`src/rtl/multi_producer_pkg.sv`:
```
// rtl/multi_producer_pkg.sv - shared flush FSM state, tag width and tag decode for multi_producer
package multi_producer_pkg;

    // Upper ID bits carry the channel tag (channel index + 1).
    localparam int TAG_W = 4;

    typedef enum logic [1:0] {
        ARMED = 2'd0,
        FIRE  = 2'd1,
        DONE  = 2'd2
    } flush_state_e;

    typedef struct packed {
        logic             hit;
        logic [TAG_W-1:0] ch;
    } tag_dec_t;

    // Tag 0 and tags beyond the channel count name no channel.
    function automatic tag_dec_t decode_tag(input logic [TAG_W-1:0] tag, input int num_ch);
        tag_dec_t d;
        d.hit = (tag != '0) && (int'(tag) <= num_ch);
        d.ch  = tag - TAG_W'(1);
        return d;
    endfunction

endpackage

```
`src/rtl/producer_channel.sv`:
```
// rtl/producer_channel.sv - one channel of address/ID/valid generation with stall hold and optional replay rewind
//
// Ports: clk, reset (async, active-high); stall, enable (issue control);
//        flush_req, flush_seq (replay build only: rewind to flush_seq on this edge);
//        address, id, valid (registered stream outputs).
// Macro: MULTI_PRODUCER_REPLAY_EN adds the replay rewind.
module producer_channel
    import multi_producer_pkg::*;
#(
    parameter int ADDRESS_WIDTH = 16,
    parameter int ID_WIDTH      = 8,
    parameter int ADDR_STEP     = 4,
    parameter int CH_TAG        = 1
) (
    input  logic                      clk,
    input  logic                      reset,
    input  logic                      stall,
    input  logic                      enable,
`ifdef MULTI_PRODUCER_REPLAY_EN
    input  logic                      flush_req,
    input  logic [ID_WIDTH-TAG_W-1:0] flush_seq,
`endif
    output logic [ADDRESS_WIDTH-1:0]  address,
    output logic [ID_WIDTH-1:0]       id,
    output logic                      valid
);

    localparam int                       SEQ_W = ID_WIDTH - TAG_W;
    localparam logic [ADDRESS_WIDTH-1:0] STEP  = ADDRESS_WIDTH'(ADDR_STEP);
    localparam logic [TAG_W-1:0]         TAG   = TAG_W'(CH_TAG);

    logic [ADDRESS_WIDTH-1:0] addr_q, addr_d;
    logic [SEQ_W-1:0]         seq_q, seq_d, seq_inc;
    logic [ID_WIDTH-1:0]      id_q, id_d;
    logic                     valid_q, valid_d;
`ifdef MULTI_PRODUCER_REPLAY_EN
    logic [SEQ_W-1:0]         rewind_beats;
`endif

    always_comb begin
        addr_d  = addr_q;
        seq_d   = seq_q;
        id_d    = id_q;
        valid_d = valid_q;
        seq_inc = seq_q + SEQ_W'(1);
`ifdef MULTI_PRODUCER_REPLAY_EN
        // Beats issued from flush_seq up to and including the current one.
        rewind_beats = seq_q - flush_seq + SEQ_W'(1);
`endif
        if (!stall) begin
            if (enable) begin
                seq_d   = seq_inc;
                addr_d  = addr_q + STEP;
                id_d    = {TAG, seq_inc};
                valid_d = 1'b1;
            end else begin
                valid_d = 1'b0;
            end
        end
`ifdef MULTI_PRODUCER_REPLAY_EN
        // A flush overrides stall and issue: bubble for one cycle, and back up
        // so the next issued beat repeats flush_seq at its original address.
        if (flush_req) begin
            valid_d = 1'b0;
            seq_d   = flush_seq - SEQ_W'(1);
            addr_d  = addr_q - (STEP * ADDRESS_WIDTH'(rewind_beats));
            id_d    = id_q;
        end
`endif
    end

    always_ff @(posedge clk or posedge reset) begin
        if (reset) begin
            addr_q  <= '0;
            seq_q   <= '0;
            id_q    <= '0;
            valid_q <= 1'b0;
        end else begin
            addr_q  <= addr_d;
            seq_q   <= seq_d;
            id_q    <= id_d;
            valid_q <= valid_d;
        end
    end

    assign address = addr_q;
    assign id      = id_q;
    assign valid   = valid_q;

endmodule

```
`src/rtl/multi_producer.sv`:
```
// rtl/multi_producer.sv - NUM_CH stall-aware traffic streams with scheduled and external flush pulses
//
// Ports: clk, reset (async, active-high);
//        in_stall, ch_enable (per-channel control, NUM_CH bits);
//        out_address, out_id, out_valid (channel c at slice c of each bus);
//        ext_flush_valid, ext_flush_id (external flush, tag selects the channel);
//        flush, flush_id (registered one-cycle flush pulse and flushed ID per channel).
// Macro: MULTI_PRODUCER_REPLAY_EN makes a flush rewind the flushed channel's stream.
`ifndef ADDRESS_WIDTH
`define ADDRESS_WIDTH 16
`endif
`ifndef ID_WIDTH
`define ID_WIDTH 8
`endif

module multi_producer
    import multi_producer_pkg::*;
#(
    parameter int NUM_CH        = 2,
    parameter int ADDRESS_WIDTH = `ADDRESS_WIDTH,
    parameter int ID_WIDTH      = `ID_WIDTH,
    parameter int ADDR_STEP     = 4,
    parameter int FLUSH_DELAY   = 42,
    parameter int FLUSH_CH      = 0,
    parameter int FLUSH_SEQ     = 6
) (
    input  logic                              clk,
    input  logic                              reset,
    input  logic [NUM_CH-1:0]                 in_stall,
    input  logic [NUM_CH-1:0]                 ch_enable,
    output logic [NUM_CH*ADDRESS_WIDTH-1:0]   out_address,
    output logic [NUM_CH*ID_WIDTH-1:0]        out_id,
    output logic [NUM_CH-1:0]                 out_valid,
    input  logic                              ext_flush_valid,
    input  logic [ID_WIDTH-1:0]               ext_flush_id,
    output logic [NUM_CH-1:0]                 flush,
    output logic [NUM_CH*ID_WIDTH-1:0]        flush_id
);

    localparam int                  SEQ_W    = ID_WIDTH - TAG_W;
    localparam int                  CNT_W    = (FLUSH_DELAY > 0) ? $clog2(FLUSH_DELAY + 1) : 1;
    localparam logic [CNT_W-1:0]    CNT_INIT = CNT_W'(FLUSH_DELAY);
    localparam logic [ID_WIDTH-1:0] SCHED_ID = {TAG_W'(FLUSH_CH + 1), SEQ_W'(FLUSH_SEQ)};
    localparam flush_state_e        STATE_INIT = (FLUSH_DELAY == 0) ? DONE : ARMED;

    flush_state_e               state_q, state_d;
    logic [CNT_W-1:0]           cnt_q, cnt_d;
    logic [NUM_CH-1:0]          flush_q, flush_d;
    logic [NUM_CH*ID_WIDTH-1:0] flush_id_q, flush_id_d;

    tag_dec_t                   ext_dec;
    logic                       ext_hit;
    logic                       sched_grant;
    logic                       grant_any;
    logic [TAG_W-1:0]           grant_ch;
    logic [ID_WIDTH-1:0]        grant_id;

    // Arbitration: an external request with a valid tag always wins; an
    // external request with a bad tag is dropped and does not block FIRE.
    always_comb begin
        ext_dec     = decode_tag(ext_flush_id[ID_WIDTH-1 -: TAG_W], NUM_CH);
        ext_hit     = ext_flush_valid && ext_dec.hit;
        sched_grant = 1'b0;
        grant_any   = 1'b0;
        grant_ch    = '0;
        grant_id    = '0;
        if (ext_hit) begin
            grant_any = 1'b1;
            grant_ch  = ext_dec.ch;
            grant_id  = ext_flush_id;
        end else if (state_q == FIRE) begin
            sched_grant = 1'b1;
            grant_any   = 1'b1;
            grant_ch    = TAG_W'(FLUSH_CH);
            grant_id    = SCHED_ID;
        end

        flush_d    = '0;
        flush_id_d = '0;
        for (int c = 0; c < NUM_CH; c++) begin
            if (grant_any && (grant_ch == TAG_W'(c))) begin
                flush_d[c]                          = 1'b1;
                flush_id_d[c*ID_WIDTH +: ID_WIDTH]  = grant_id;
            end
        end
    end

    always_comb begin
        state_d = state_q;
        cnt_d   = cnt_q;
        case (state_q)
            ARMED: begin
                if (cnt_q == '0) begin
                    state_d = FIRE;
                end else begin
                    cnt_d = cnt_q - CNT_W'(1);
                end
            end
            FIRE: begin
                if (sched_grant) begin
                    state_d = DONE;
                end
            end
            DONE: begin
                state_d = DONE;
            end
            default: begin
                state_d = DONE;
            end
        endcase
    end

    always_ff @(posedge clk or posedge reset) begin
        if (reset) begin
            state_q    <= STATE_INIT;
            cnt_q      <= CNT_INIT;
            flush_q    <= '0;
            flush_id_q <= '0;
        end else begin
            state_q    <= state_d;
            cnt_q      <= cnt_d;
            flush_q    <= flush_d;
            flush_id_q <= flush_id_d;
        end
    end

    assign flush    = flush_q;
    assign flush_id = flush_id_q;

    for (genvar c = 0; c < NUM_CH; c++) begin : g_ch
        producer_channel #(
            .ADDRESS_WIDTH (ADDRESS_WIDTH),
            .ID_WIDTH      (ID_WIDTH),
            .ADDR_STEP     (ADDR_STEP),
            .CH_TAG        (c + 1)
        ) u_ch (
            .clk       (clk),
            .reset     (reset),
            .stall     (in_stall[c]),
            .enable    (ch_enable[c]),
`ifdef MULTI_PRODUCER_REPLAY_EN
            .flush_req (flush_d[c]),
            .flush_seq (grant_id[SEQ_W-1:0]),
`endif
            .address   (out_address[c*ADDRESS_WIDTH +: ADDRESS_WIDTH]),
            .id        (out_id[c*ID_WIDTH +: ID_WIDTH]),
            .valid     (out_valid[c])
        );
    end

endmodule

```
`config.mk`:
```
export PLATFORM = sky130hd
export DESIGN_NAME = multi_producer
export DESIGN_NICKNAME = d
export VERILOG_FILES = /design/src/rtl/multi_producer_pkg.sv /design/src/rtl/producer_channel.sv /design/src/rtl/multi_producer.sv
export SDC_FILE = /design/constraint.sdc
export NUM_CORES = 1
export LEC_CHECK = 0
export CORE_ASPECT_RATIO = 0.5
export CORE_MARGIN = 8
export CORE_UTILIZATION = 40
export CTS_BUF_LIST = sky130_fd_sc_hd__clkbuf_2
export DETAILED_ROUTE_END_ITERATION = 12
export PLACE_DENSITY = 0.67
export SKIP_LAST_GASP = 1
export SYNTH_ARGS = -nofsm -noshare
export SYNTH_HDL_FRONTEND = slang
export SYNTH_SLANG_ARGS = --single-unit
```
`constraint.sdc`:
```
create_clock -name clk -period 3 [get_ports clk]
set_input_delay 0.6 -clock clk [delete_from_list [all_inputs] [get_ports clk]]
set_output_delay 0.6 -clock clk [all_outputs]
set_load 0.02 [all_outputs]
```
==> metrics, run 1 <==
status=finished clean; GRT Total Usage=0.118; Worst-Skew Late Latency=0.49 ns; FFs w/ async S/R, synth=1.00; CP required=2.40 ns; GPL Wtd Cong=0.728; die width=135 um; # rows=21; Commonest cells post-synth=dfrtp_1 (63), nand2_1 (25), xnor2_1 (21); htree depth=3; Final Setup Violations=0; Hold Fails Final Rpt=0; Final Max Slew Viols=0; grt ovf=0; register area share after synthesis=0.580; Synth Flop Type=dfrtp_1; EDFF count, synth=0; Mapped Avg Cell Area=12.1 um^2; Yosys Warn Count=0; R2R depth=5; register area=1660 um^2; Port-buffer cells=72; DPL Wire Length=4400 um; Worst path top cell family by delay=buffers and inverters; Critical Setup Path Class=reg2out; number of max-cap violations=0; Vias=1,936; DRC errors left=0; Die Y=75.7 um; Gate Count Post-Synth=236; CTS clk-pin slew, worst paths=0.20 ns; Arrival @ worst endpoint=1.67 ns; drt total wl=5740 um; P_leak=1.72 nW; Peak VDD IR=0.195 mV; Pwr Total=2.36 mW; Hold Path Class=in2async; total negative slack=0 ns; Total Die Area=10,300 um^2; detailed-route vias per instance=4.63; relative slew slack=0.675; vias in the first global route=1,925; Worst Path Max Fanout=7; clk sink count=66; Root Driver=clkbuf_2; CP endpoint kind=output pin; final worst path period share=0.756; initial antenna violation count=0; achievable frequency=0.441 GHz; Hold Buf Count CTS=0; Core Region=6810 um^2; post-cts gate resize count=0; RSZ-0062 raised after global routing=false; largest family of logic cells by synthesized area=simple AND/OR/NAND/NOR gates; Synth Area in Compound Gates=0.0307; CTS tree=yes; diode count=0; post-route minimum period=2.27 ns; drt wl/cell=13.7 um; post-CTS setup buffer count=0; worst path bufs/invs=1; drt first pass iters=4; Reg2Reg Setup Slack=1.42 ns; crit start category=register; simple-gate portion of the synthesized area=0.182; Nets=345; largest cells by area after synthesis=dfrtp_1 (55%), xnor2_1 (6.4%), xor2_1 (4.3%); synthesized flop and latch total=66; most frequent cell after synthesis=dfrtp_1; crit path cell chain=clkdlybuf4s50_1; I/O pin cnt=83; Stages on worst setup path=1; Worst Skew=0.0202 ns; Cell Pwr Density=629 nW/um^2; Tightest Pin Transition=0.481 ns; layout cells sized above 1=0.107; top cell type's share of synthesized area=0.552; CP max stage delay=0.65 ns; post-route ant nets=0; first-pass GRT wire length=9380 um; synth-to-layout area growth=31.6%; Adder-Cell Fraction of Synth Area=0.0394; maximum buffer depth of the clock tree=2; number of DRC markers in iteration 0=66; fillers=605; total CTS buffers=9; Distinct cells, synth=40; Post-Syn Area=2860 um^2; Starting Density=0.420; multi-input logic area=1130 um^2; largest area contributor in the synthesized netlist=dfrtp_1; post-synthesis xor/xnor area fraction=0.107; multiplexer share of the synthesized area=0.0153; largest net degree at the start of global routing=46; Crit-path slowest cell=clkdlybuf4s50_1
## kinds of logic (layout without fill, tap and decap cells)
logic type	Yosys count	count (layout)
AND/OR/NAND/NOR	89	89
adder cells (fa/ha/maj)	9	9
XOR/XNOR	35	35
other	1	15
multiplexers	4	4
buffers and inverters	20	96
flip-flops	66	66
AO/OA/AOI/OAI	12	12
## stage by stage
stage / util / hold WS, ns / area (um^2) / worst slack, ns / std cells
floorplan: - / 0.446 / 2910 / 0.750 / 250
global placement: 0.539 / 0.449 / 3670 / 0.526 / 402
detailed placement: 0.539 / 0.454 / 3670 / 0.447 / 402
CTS: 0.552 / 0.395 / 3760 / 0.680 / 418
global route: 0.552 / 0.396 / 3760 / 0.594 / 418
finish: 0.552 / 0.431 / 3760 / 0.732 / 418
## cell type report
cell class | instances | area share
multi-input cells | 164 | 0.300
inverters | 6 | 0.00599
flip-flops and latches | 66 | 0.440
clock inverters | 7 | 0.0120
repair buffers | 74 | 0.199
clock buffers | 9 | 0.0120
well taps | 92 | 0.0306
## registers in the layout (all words and copies together) (netlist names)
| name | flops |
|---|---|
| g_ch.u_ch.address | 28 |
| flush_id | 16 |
| cnt_q | 6 |
| g_ch.u_ch.seq_q | 6 |
| g_ch.u_ch.id | 4 |
| flush | 2 |
| g_ch.u_ch.valid | 2 |
| state_q | 2 |
## worst paths after layout
| kind | end | start |
|---|---|---|
| max in group asynchronous | g_ch[0].u_ch.id[4] | reset |
| max | out_address[6] | g_ch[0].u_ch.address[6] |
| max reg2reg | g_ch[1].u_ch.address[14] | g_ch[1].u_ch.address[2] |
| min reg2reg | g_ch[0].u_ch.id[4] | g_ch[0].u_ch.id[4] |
| min in group clk | g_ch[0].u_ch.id[4] | g_ch[0].u_ch.id[4] |
| min | flush_id[4] | reset |
## metal layers
| metal | vias up | GRT usage | part of all wire |
|---|---|---|---|
| li1 | 946 | - | - |
| met1 | 943 | 0.128 | 0.43 |
| met2 | 41 | 0.207 | 0.51 |
| met3 | 6 | 0.0474 | 0.049 |
| met4 | 0 | 0.0476 | 0.011 |
| met5 | - | 0 | 0 |
## placed cells by master, fill, tap and decap left out, types with 2 or more instances in the layout
cell,Yosys,final
xor2_1,14,14
a31oi_1,2,2
or3_1,3,3
mux2_2,3,3
conb_1,1,15
clkbuf_2,0,9
and2_1,7,7
a21o_1,4,4
o21ai_2,2,2
o21ai_0,3,3
and3_1,2,2
inv_1,6,5
xnor2_1,21,21
nand2_1,25,25
nor4_1,4,4
clkinv_4,0,2
nor3_1,5,5
nor2b_1,2,2
nor2_1,7,7
ha_1,9,9
dfrtp_1,63,63
dfstp_2,3,3
clkdlybuf4s50_1,0,72
and3b_1,2,2
nand4_1,9,9
nand3_1,7,7
or2_1,2,2
clkinv_2,0,3
nand2b_1,2,2
and4_1,2,2
## power breakdown
part	leakage, nW	switching, mW	internal [mW]
sequential	0.843	0.176	1.03
clock	0.0634	0.325	0.108
combinational	0.816	0.362	0.366
No activity file was read; power rests on OpenSTA's default activity.
==> run 2, diff against run 1 <==
- PLACE_DENSITY: 0.67 -> 0.7
- clock period: 3 -> 1.8 ns (I/O delays scaled with it)
==> metrics, run 2 (synthesis results as in run 1) <==
status=finished clean (unchanged); I/O pin cnt=83 (unchanged); Vias=1,971 (was 1,936); Final WS setup=0.109 ns (was 0.732 ns); Port-buffer cells=72 (unchanged); CTS clk-pin slew, worst paths=0.17 ns (was 0.20 ns); number of DRC markers in iteration 0=54 (was 66); Cell Pwr Density=989 nW/um^2 (was 629 nW/um^2); met3 wire length=282 um (was 281 um); vias in the first global route=2,094 (was 1,925); maximum buffer depth of the clock tree=2 (unchanged); Pwr Total=3.74 mW (was 2.36 mW); Total Die Area=10,300 um^2 (unchanged); Worst Path Max Fanout=7 (unchanged); most common cell after layout, fill and taps aside=dfrtp_1 (was clkdlybuf4s50_1); max FFs per register=28 (unchanged); die width=135 um (unchanged); first-pass GRT wire length=10,100 um (was 9380 um); CP required=2.21 ns (was 2.40 ns); largest net degree at the start of global routing=67 (was 46); htree depth=3 (unchanged); crit start category=primary input (was register); sw frac=0.371 (was 0.365); drt total wl=5970 um (was 5740 um); Final Util=0.556 (was 0.552); most frequent cells in the layout=dfrtp_1 (59), dlygate4sd2_1 (58), nand2_1 (25), xnor2_1 (21) (was clkdlybuf4s50_1 (72), dfrtp_1 (63), nand2_1 (25), xnor2_1 (21), conb_1 (15)); number of max-cap violations=0 (unchanged); CTS tree=yes (unchanged); Die Y=75.7 um (unchanged); Final Setup Violations=0 (unchanged); P_int=2.36 mW (was 1.50 mW); diode count=0 (unchanged); Non-Filler Instances=432 (was 418); CP endpoint kind=register (was output pin); M1 WL=2480 um (was 2450 um); GRT Total Usage=0.126 (was 0.118); Net Switching=1.39 mW (was 863 uW); achievable frequency=0.591 GHz; grt ovf=0 (unchanged); post-CTS setup buffer count=0 (unchanged); GPL Wtd Cong=0.740 (was 0.728); Nets=359 (was 345); dpl cells=416 (was 402); register area=1660 um^2 (about the same); initial antenna violation count=0 (unchanged); drt first pass iters=4 (unchanged); Core Region=6810 um^2 (unchanged); clk sink count=66 (unchanged); Hold Path Class=in2async (unchanged); P_leak=1.96 nW (was 1.72 nW); post-route ant nets=0 (unchanged); # rows=21 (unchanged); sequential share of power=0.536 (was 0.509); synth-to-layout area growth=32.5% (was 31.6%); Setup WS pre-CTS=-0.397 ns (was 0.447 ns); Critical Setup Path Class=in2reg (was reg2out); Final Max Slew Viols=0 (unchanged); power share of the combinational group=0.289 (was 0.308); post-route minimum period=1.69 ns; Worst-Skew Late Latency=0.47 ns (was 0.49 ns); DPL Wire Length=4520 um (was 4400 um); Clock Power Share=0.174 (was 0.183); detailed-route vias per instance=4.56 (was 4.63); Worst Skew=0.0141 ns (was 0.0202 ns); drt wl/cell=13.8 um (was 13.7 um); total negative slack=0 ns (unchanged); total CTS buffers=9 (unchanged); DRC errors left=0 (unchanged); Hold Fails Final Rpt=0 (unchanged); multi-input logic area=1130 um^2 (unchanged); layout cells sized above 1=0.144 (was 0.107); Arrival @ worst endpoint=2.10 ns (was 1.67 ns); Top Metal Used=met4 (unchanged); final worst hold slack=0.300 ns (was 0.431 ns); fillers=597 (was 605); placed cell areas=3780 um^2 (was 3670 um^2); Starting Density=0.420 (unchanged); R2R depth=6 (was 5); Peak VDD IR=0.376 mV (was 0.195 mV); wire length on met2=3130 um (was 2940 um); fin area=3780 um^2 (was 3760 um^2); final worst path period share=0.940; Root Driver=clkbuf_2 (unchanged); RSZ-0062 raised after global routing=false (unchanged)
## run 2: power by group through the flow
| stage | Clock [mW] | Combinational [mW] | Sequential [mW] |
|---|---|---|---|
| 4_1_cts | 0.690 | 1.11 | 2.00 |
| 2_1_floorplan | 0 | 0.386 | 2.26 |
| 6_report | 0.652 | 1.08 | 2.01 |
| 3_5_place_dp | 0 | 1.26 | 2.04 |
| 5_1_grt | 0.756 | 1.18 | 2.06 |
| 3_3_place_gp | 0 | 1.24 | 2.02 |
## run 2: final timing paths
kind,start,endpoint,slack [ns]
setup / recovery,ext_flush_id[4],flush_id[0],0.11
setup reg to reg,cnt_q[1],cnt_q[5],0.25
max in group asynchronous,reset,cnt_q[1],1.19
min in group clk,ext_flush_id[2],flush_id[10],0.47
hold reg to reg,g_ch[1].u_ch.address[15],g_ch[1].u_ch.address[15],0.48
hold / removal,reset,g_ch[0].u_ch.valid,0.30
## run 2: area by class of cell
type | instances | share of cell area
inverter | 6 | 0.00694
multi-input combinational | 164 | 0.298
clock buffer | 10 | 0.0132
sequential | 66 | 0.439
tap | 92 | 0.0304
clock inverter | 6 | 0.00628
timing repair buffer | 88 | 0.206
## run 2: worst max-delay path, cell delays in order
cell	delay, ns
clkdlybuf4s50_1	0.48
inv_1	0.06
ha_1	0.21
nor4b_2	0.30
o21ai_2	0.19
nor3_2	0.34
and2_1	0.17
## run 2: layer usage
metal	GRT usage	vias up
li1	-	974
met1	0.134	947
met2	0.227	41
met3	0.0447	9
met4	0.0573	0
met5	0	-
## run 2: repair_timing
action | CTS | global route
hold buffers | 0 | 0
setup endpoints to repair | 58 | 4
endpoints found under the hold margin | 0 | 0
gates resized for setup | 58 | 4
